[src/rtl/sonata_switch_debounce.sv]
// Switch conditioning for the Sonata board: synchronise active-low pins, invert to on=1,
// and accept a level change only after DebounceCycles consecutive disagreeing samples.
module sonata_switch_debounce #(
  parameter int Width          = 13,
  parameter int SyncStages     = 2,
  parameter int DebounceCycles = 500000
) (
  input  logic             clk_sys_i,
  input  logic             rst_sys_ni,
  input  logic [Width-1:0] sw_raw_ni,
  output logic [Width-1:0] sw_o,
  output logic [Width-1:0] sw_rise_o,
  output logic [Width-1:0] sw_fall_o
);

  localparam int CntWidth = (DebounceCycles > 1) ? $clog2(DebounceCycles) : 1;
  localparam logic [CntWidth-1:0] CntLast = CntWidth'(DebounceCycles - 1);

  logic [SyncStages-1:0][Width-1:0] r_sync;
  logic [Width-1:0]                 w_pressed;
  logic [Width-1:0][CntWidth-1:0]   r_cnt;
  logic [Width-1:0]                 r_sw;
  logic [Width-1:0]                 r_rise;
  logic [Width-1:0]                 r_fall;

  // Synchroniser resets to all-ones so a reset looks like every switch released.
  always_ff @(posedge clk_sys_i) begin
    if (!rst_sys_ni) begin
      r_sync <= '1;
    end else begin
      r_sync[0] <= sw_raw_ni;
      for (int k = 1; k < SyncStages; k++) begin
        r_sync[k] <= r_sync[k-1];
      end
    end
  end

  assign w_pressed = ~r_sync[SyncStages-1];

  // A sample that agrees with the current level restarts qualification, so only an
  // unbroken run of DebounceCycles disagreeing samples can flip the output.
  always_ff @(posedge clk_sys_i) begin
    if (!rst_sys_ni) begin
      r_cnt  <= '0;
      r_sw   <= '0;
      r_rise <= '0;
      r_fall <= '0;
    end else begin
      for (int i = 0; i < Width; i++) begin
        r_rise[i] <= 1'b0;
        r_fall[i] <= 1'b0;
        if (w_pressed[i] == r_sw[i]) begin
          r_cnt[i] <= '0;
        end else if (r_cnt[i] == CntLast) begin
          r_sw[i]   <= w_pressed[i];
          r_cnt[i]  <= '0;
          r_rise[i] <= w_pressed[i];
          r_fall[i] <= ~w_pressed[i];
        end else begin
          r_cnt[i] <= r_cnt[i] + 1'b1;
        end
      end
    end
  end

  assign sw_o      = r_sw;
  assign sw_rise_o = r_rise;
  assign sw_fall_o = r_fall;

endmodule

[config.mk]
export PLATFORM = sky130hd
export DESIGN_NAME = sonata_switch_debounce
export DESIGN_NICKNAME = d
export VERILOG_FILES = /design/src/rtl/sonata_switch_debounce.sv
export SDC_FILE = /design/constraint.sdc
export NUM_CORES = 1
export LEC_CHECK = 0
export CORE_MARGIN = 10
export CORE_UTILIZATION = 49
export CTS_CLUSTER_SIZE = 8
export DETAILED_ROUTE_END_ITERATION = 16
export GPL_TIMING_DRIVEN = 0
export PLACE_DENSITY = 0.66
export SLEW_MARGIN = 40
export SYNTH_ARGS = -nofsm -noshare
export SYNTH_HDL_FRONTEND = slang
export SYNTH_SLANG_ARGS = --single-unit
[constraint.sdc]
create_clock -name clk_sys_i -period 2.2 [get_ports clk_sys_i]
set_input_delay 0.22 -clock clk_sys_i [delete_from_list [all_inputs] [get_ports clk_sys_i]]
set_output_delay 0.22 -clock clk_sys_i [all_outputs]
set_load 0.01 [all_outputs]
==> results of run 1 <==
[worst max-delay path by stage]
stage,from,end,slack (ns),cells after the start
finish,rst_sys_ni,sw_o[11],0.01,4
global route,r_cnt[29],r_cnt[28],-0.02,5
CTS,r_cnt[215],r_cnt[217],0.001,6
detailed placement,rst_sys_ni,r_cnt[181],-0.63,5
global placement,rst_sys_ni,sw_o[6],-0.59,4
floorplan,r_cnt[133],r_cnt[151],0.20,6
[metrics by stage]
step	std cells	area [um^2]	TNS (ns)
after global routing	1937	15470	-0.1312
after global placement	1880	14170	-52.84
after detailed placement	1880	14170	-52.22
after CTS	1929	15350	0
after floorplan	1487	13220	0
final	1937	15470	0
[cells in the final DEF, fill, tap and decap left out, types with 45 or more instances in the layout]
cell type | synthesis | routed
xor2_1 | 77 | 77
a21oi_1 | 59 | 59
nor2_1 | 230 | 230
xnor2_1 | 89 | 89
nand2_1 | 87 | 87
clkdlybuf4s50_1 | 0 | 52
dfxtp_1 | 312 | 311
nand3_1 | 97 | 97
nand4_1 | 73 | 73
clkbuf_16 | 0 | 45
[timing repair]
item / 4_1_cts / 5_1_grt
endpoints found under the setup margin: 60 / 96
pin swaps: 4 / 4
gates resized for setup: 3 / 18
setup buffers: 4 / 9
cloned: 0 / 0
[power by group]
group          total (mW)  switching [mW]  internal, mW  leakage, nW
clock network        5.75            2.20          3.55        0.555
logic               0.168           0.104        0.0641         1.71
registers            5.72          0.0202          5.70         2.52
[layout make-up]
cell class,count,area [um^2],area share [%]
inverter,37,138.9,0.8978
tap,341,426.7,2.758
multi-input combinational,1100,6730,43.51
timing repair buffer,65,634.4,4.101
buffer,37,166.4,1.076
sequential,312,6247,40.38
clock buffer,45,1126,7.279
[flip-flops by register name, indices dropped and copies added, names as in the netlist]
signal	count
sw_rise_o	13
sw_fall_o	13
r_cnt	247
sw_o	13
r_sync	26
[kinds of logic after synthesis]
group / Yosys count / share of synthesized area, %
flip-flops: 312 / 47.24
adder cells (fa/ha/maj): 13 / 1.230
AO/OA/AOI/OAI: 153 / 7.494
buffers and inverters: 75 / 2.261
XOR/XNOR: 166 / 11.00
AND/OR/NAND/NOR: 768 / 30.78
[critical path: cells and delay by family]
kind	cells	cell delay, ns
buffers and inverters	3	2.08
AO/OA/AOI/OAI	1	0.32
[routing by layer]
metal,part of all wire [%],track usage (%),vias up
met5,0,0,-
met4,2.1,4.982,0
met3,5.0,3.327,48
met2,44,25.76,197
met1,49,21.82,4936
li1,-,-,5498
==> flow_summary_export.csv, run 1 <==
group,metric,value,unit
sta,relSlewSlack,37.77,%
clocking,clk_latency,0.52,ns
die,ioPinCount,54,
global_route,gr-total-overflow,0,
synth,yosys_warnings,0,
die,rows,60,
worst_setup_path,crit_fanout,10,
die,initial_utilization,49.48,%
clocking,numCtsBuffers,44,
place,dp_hpwl,18.68,mm
layout,layout-drive-gt1-share,7.456,%
place,place_ws,-0.6323,ns
clocking,cts_sinks,312,
clocking,hold_buffers,0,
power,powerDensity,752.0,nW/um^2
clocking,cts_max_path_buffers,3,
clocking,tritoncts,"built",
clocking,htreeDepth,2,
synth,seq_area_frac_synth,47.24,%
synth,synth-seq-cells,312,
worst_setup_path,path_class,"primary input to flip-flop",
global_route,grt_pass1_vias,9902,
sta,holdWs,0.2556,ns
worst_setup_path,end_kind,"flip-flop",
hold_path,hold_end,"r_sync[12]",
worst_setup_path,timing.critical_path.mode_cell,"clkbuf_1",
hold_path,min-delay-start,"sw_raw_ni[12]",
sta,min_period,2.188,ns
synth,synth_area_leaders,"dfxtp_1, nor2_1, xnor2_1, xor2_1, nand3_1",
synth,synth_top_flop_cell,"dfxtp_1",
die,fp.dieW,184.3,um
sta,finalSetupViolations,0,
detailed_routing,vias,10679,
sta,fin_crit_sh,99.47,%
global_route,grt_max_degree,11,
layout,area_growth,16.99,%
synth,synth_edf_count,0,
detailed_routing,dr.pass1.iters,5,
detailed_routing,wl,27.98,mm
detailed_routing,wl_per_cell,14.45,um
status,status,"complete, no violations",
power,ir_worst_vdd,548.4,uV
worst_setup_path,start_kind,"primary input",
worst_setup_path,cp.required,2.65,ns
worst_setup_path,max_stage_delay,0.77,ns
hold_path,hold_class,"primary input to flip-flop",
detailed_routing,drc,0,
place,portBuffers,52,
synth,syn_inst,1487,
synth,avgSynthCellArea,8.892,um^2
place,gp_congestion,0.8423,
synth,synth_top_area_share,47.24,%
sta,worst_pin_slew,0.9335,ns
synth,yosys.cell_types.count,55,
die,design.die.area,33960,um^2
synth,yosysMostFrequentCell,"dfxtp_1",
global_route,grt_first_pass_wirelength,47.02,mm
global_route,antenna_found_initial,1,
global_route,grt_util_all_layers,16.28,%
layout,fin_nets,1625,
layout,antenna_cells,0,
worst_setup_path,r2r_start,"r_cnt[145]",
synth,async_reset_ff_share,0,%
worst_setup_path,reg2reg_slack,0.07,ns
detailed_routing,drt_iter0_drc,600,
worst_setup_path,path_cells,"clkbuf_1 -> clkbuf_1 -> clkbuf_1 -> o221a_2",
worst_setup_path,worst_r2r_path_depth,5,
sta,finalHoldViolations,0,
worst_setup_path,crit_slowest_cell,"clkbuf_1",
sta,fmax,0.4570,GHz
clocking,cts-root-buf,"clkbuf_16",
sta,finalWorstSetupSlack,0.01165,ns
worst_setup_path,r2r-end,"r_cnt[146]",
synth,synth_commonest_cells,"dfxtp_1, nor2_1, nand3_1, xnor2_1, nand2_1",
die,die_y,184.3,um
power,power,11.63,mW
worst_setup_path,cp.arrival,2.64,ns
synth,synth.cell_area,13220,um^2
power,p_leak,4.780,nW
layout,fill_cells,2347,
detailed_routing,via_per_inst,5.513,
run,drv_cap,0,
hold_path,min_path_cells,2,
synth,yosysTopAreaCell,"dfxtp_1",
layout,final_util,57.88,%
synth,syn_nets,1515,
sta,finalClockSkew,0.01341,ns
die,coreArea,26730,um^2
sta,drv_slew,0,
detailed_routing,ant_nets,0,
clocking,clkTransAtPathRegs,0.05,ns
Power figures use the tool's default switching activity.
==> inputs of run 2 (changes only) <==
--- a/config.mk
+++ b/config.mk
@@ -9,7 +9,6 @@
 export CORE_UTILIZATION = 49
 export CTS_CLUSTER_SIZE = 8
 export DETAILED_ROUTE_END_ITERATION = 16
-export GPL_TIMING_DRIVEN = 0
 export PLACE_DENSITY = 0.66
 export SLEW_MARGIN = 40
 export SYNTH_ARGS = -nofsm -noshare
==> flow_summary_export.csv, run 2 (same netlist as run 1, synthesis figures left out) <==
group,metric,value,unit
detailed_routing,drc,0,
layout,fin_nets,1607,
global_route,grt_first_pass_wirelength,45.19,mm
sta,setup_tns,0,ns
sta,worst_pin_slew,0.7058,ns
power,ir_worst_vdd,687.9,uV
detailed_routing,dr.pass1.iters,5,
layout,fill_cells,2367,
die,rows,60,
sta,finalHoldViolations,0,
detailed_routing,ant_nets,0,
clocking,clk_latency,0.53,ns
die,die_y,184.3,um
detailed_routing,wl,25.78,mm
clocking,tritoncts,"built",
worst_setup_path,worst_r2r_path_depth,5,
global_route,grt_max_degree,32,
layout,reg_top3,"r_cnt (247), r_sync (26)",
clocking,htreeDepth,2,
detailed_routing,vias,10539,
die,ioPinCount,54,
detailed_routing,via_per_inst,5.486,
global_route,gr-total-overflow,0,
worst_setup_path,crit_fanout,9,
global_route,antenna_found_initial,0,
layout,final_common_cell,"dfxtp_1",
worst_setup_path,path_class,"flip-flop to flip-flop",
detailed_routing,drt_iter0_drc,543,
layout,antenna_cells,0,
sta,fin_crit_sh,90.96,%
layout,layout-drive-gt1-share,7.658,%
die,initial_utilization,49.48,%
place,portBuffers,53,
layout,multi_input_area,6685,um^2
global_route,grt_util_all_layers,15.23,%
run,drv_cap,0,
clocking,cts-root-buf,"clkbuf_16",
die,design.die.area,33960,um^2
die,coreArea,26730,um^2
place,gp_congestion,0.8228,
layout,regMostFlops,"r_cnt",
clocking,clkTransAtPathRegs,0.05,ns
layout,seqCellArea,6246,um^2
worst_setup_path,end_kind,"flip-flop",
layout,largest_reg_flops,247,
hold_path,min_path_cells,2,
worst_setup_path,cp.required,2.60,ns
global_route,grt_pass1_vias,10003,
die,fp.dieW,184.3,um
sta,min_period,2.001,ns
power,powerDensity,752.6,nW/um^2
clocking,cts_sinks,312,
sta,relSlewSlack,52.91,%
detailed_routing,wl_per_cell,13.42,um
sta,finalSetupViolations,0,
status,status,"complete, no violations",
hold_path,hold_class,"primary input to flip-flop",
worst_setup_path,cp.arrival,2.40,ns
clocking,numCtsBuffers,44,
sta,holdWs,0.1074,ns
sta,finalClockSkew,0.02263,ns
layout,layout_common_cells,"dfxtp_1, nor2_1, nand3_1",
sta,drv_slew,0,
worst_setup_path,start_kind,"flip-flop",
sta,rsz0062_at_grt,"no",
clocking,post_cts_buffers,0,
layout,area_growth,16.64,%
place,dp_hpwl,17.42,mm
clocking,cts_max_path_buffers,3,
sta,fmax,0.4997,GHz
power,p_leak,4.797,nW
run 2: cell types whose count changed in the layout (fill, tap and decap cells not counted), moves of 2 or more:
cell / delta
clkbuf_1: -25
inv_6: +2
clkbuf_2: -8
o21bai_2: -3
buf_4: +17
o21bai_1: +3
run 2: cell type report:
cell class	instances	share of cell area (%)
multi-input cells	1100	43.34
flip-flops and latches	312	40.50
clock buffers	45	7.301
repair buffers	84	5.078
well taps	341	2.766
inverters	37	0.9005
clock inverters	2	0.1136
run 2: path summary, 6_finish.rpt:
| path | slack, ns | endpoint | start |
|---|---|---|---|
| max | 0.20 | r_cnt[139] | r_cnt[145] |
| min | 0.11 | r_sync[20] | rst_sys_ni |
| max reg2reg | 0.20 | r_cnt[139] | r_cnt[145] |
| min reg2reg | 0.40 | r_sync[23] | r_sync[10] |
run 2: what timing repair did:
action | 4_1_cts | 5_1_grt
setup endpoints to repair | 0 | 1
resized for setup | 0 | 1
hold buffers | 0 | 0
run 2: per-layer routing:
metal / part of all wire, % / GRT usage, %
met1: 49 / 19.57
met2: 45 / 25.10
met3: 4.3 / 3.032
met4: 1.9 / 4.916
met5: 0 / 0
run 2: critical path, stage by stage (launching register included):
cell and delay, ns:
dfxtp_1 0.36, or4b_2 0.67, or4_4 0.47, o21bai_4 0.16, buf_4 0.18, nor2_1 0.05
run 2: power by group:
part | total [mW] | switching [mW] | internal [mW]
clock | 5.75 | 2.19 | 3.56
combinational | 0.139 | 0.0769 | 0.0619
sequential | 5.72 | 0.0200 | 5.70
total | 11.6 | 2.29 | 9.32
run 2: through the flow:
| stage | worst slack [ns] | power (mW) | instance area [um^2] | std cells | utilization, % |
|---|---|---|---|---|---|
| 2_1_floorplan | 0.1959 | 5.898 | 13220 | 1487 | - |
| 3_3_place_gp | 0.09019 | 5.963 | 14270 | 1874 | 53.40 |
| 3_5_place_dp | 0.1354 | 5.965 | 14280 | 1874 | 53.42 |
| 4_1_cts | 0.1649 | 11.82 | 15420 | 1921 | 57.70 |
| 5_1_grt | 0.08413 | 12.07 | 15420 | 1921 | 57.71 |
| 6_report | 0.1989 | 11.61 | 15420 | 1921 | 57.71 |
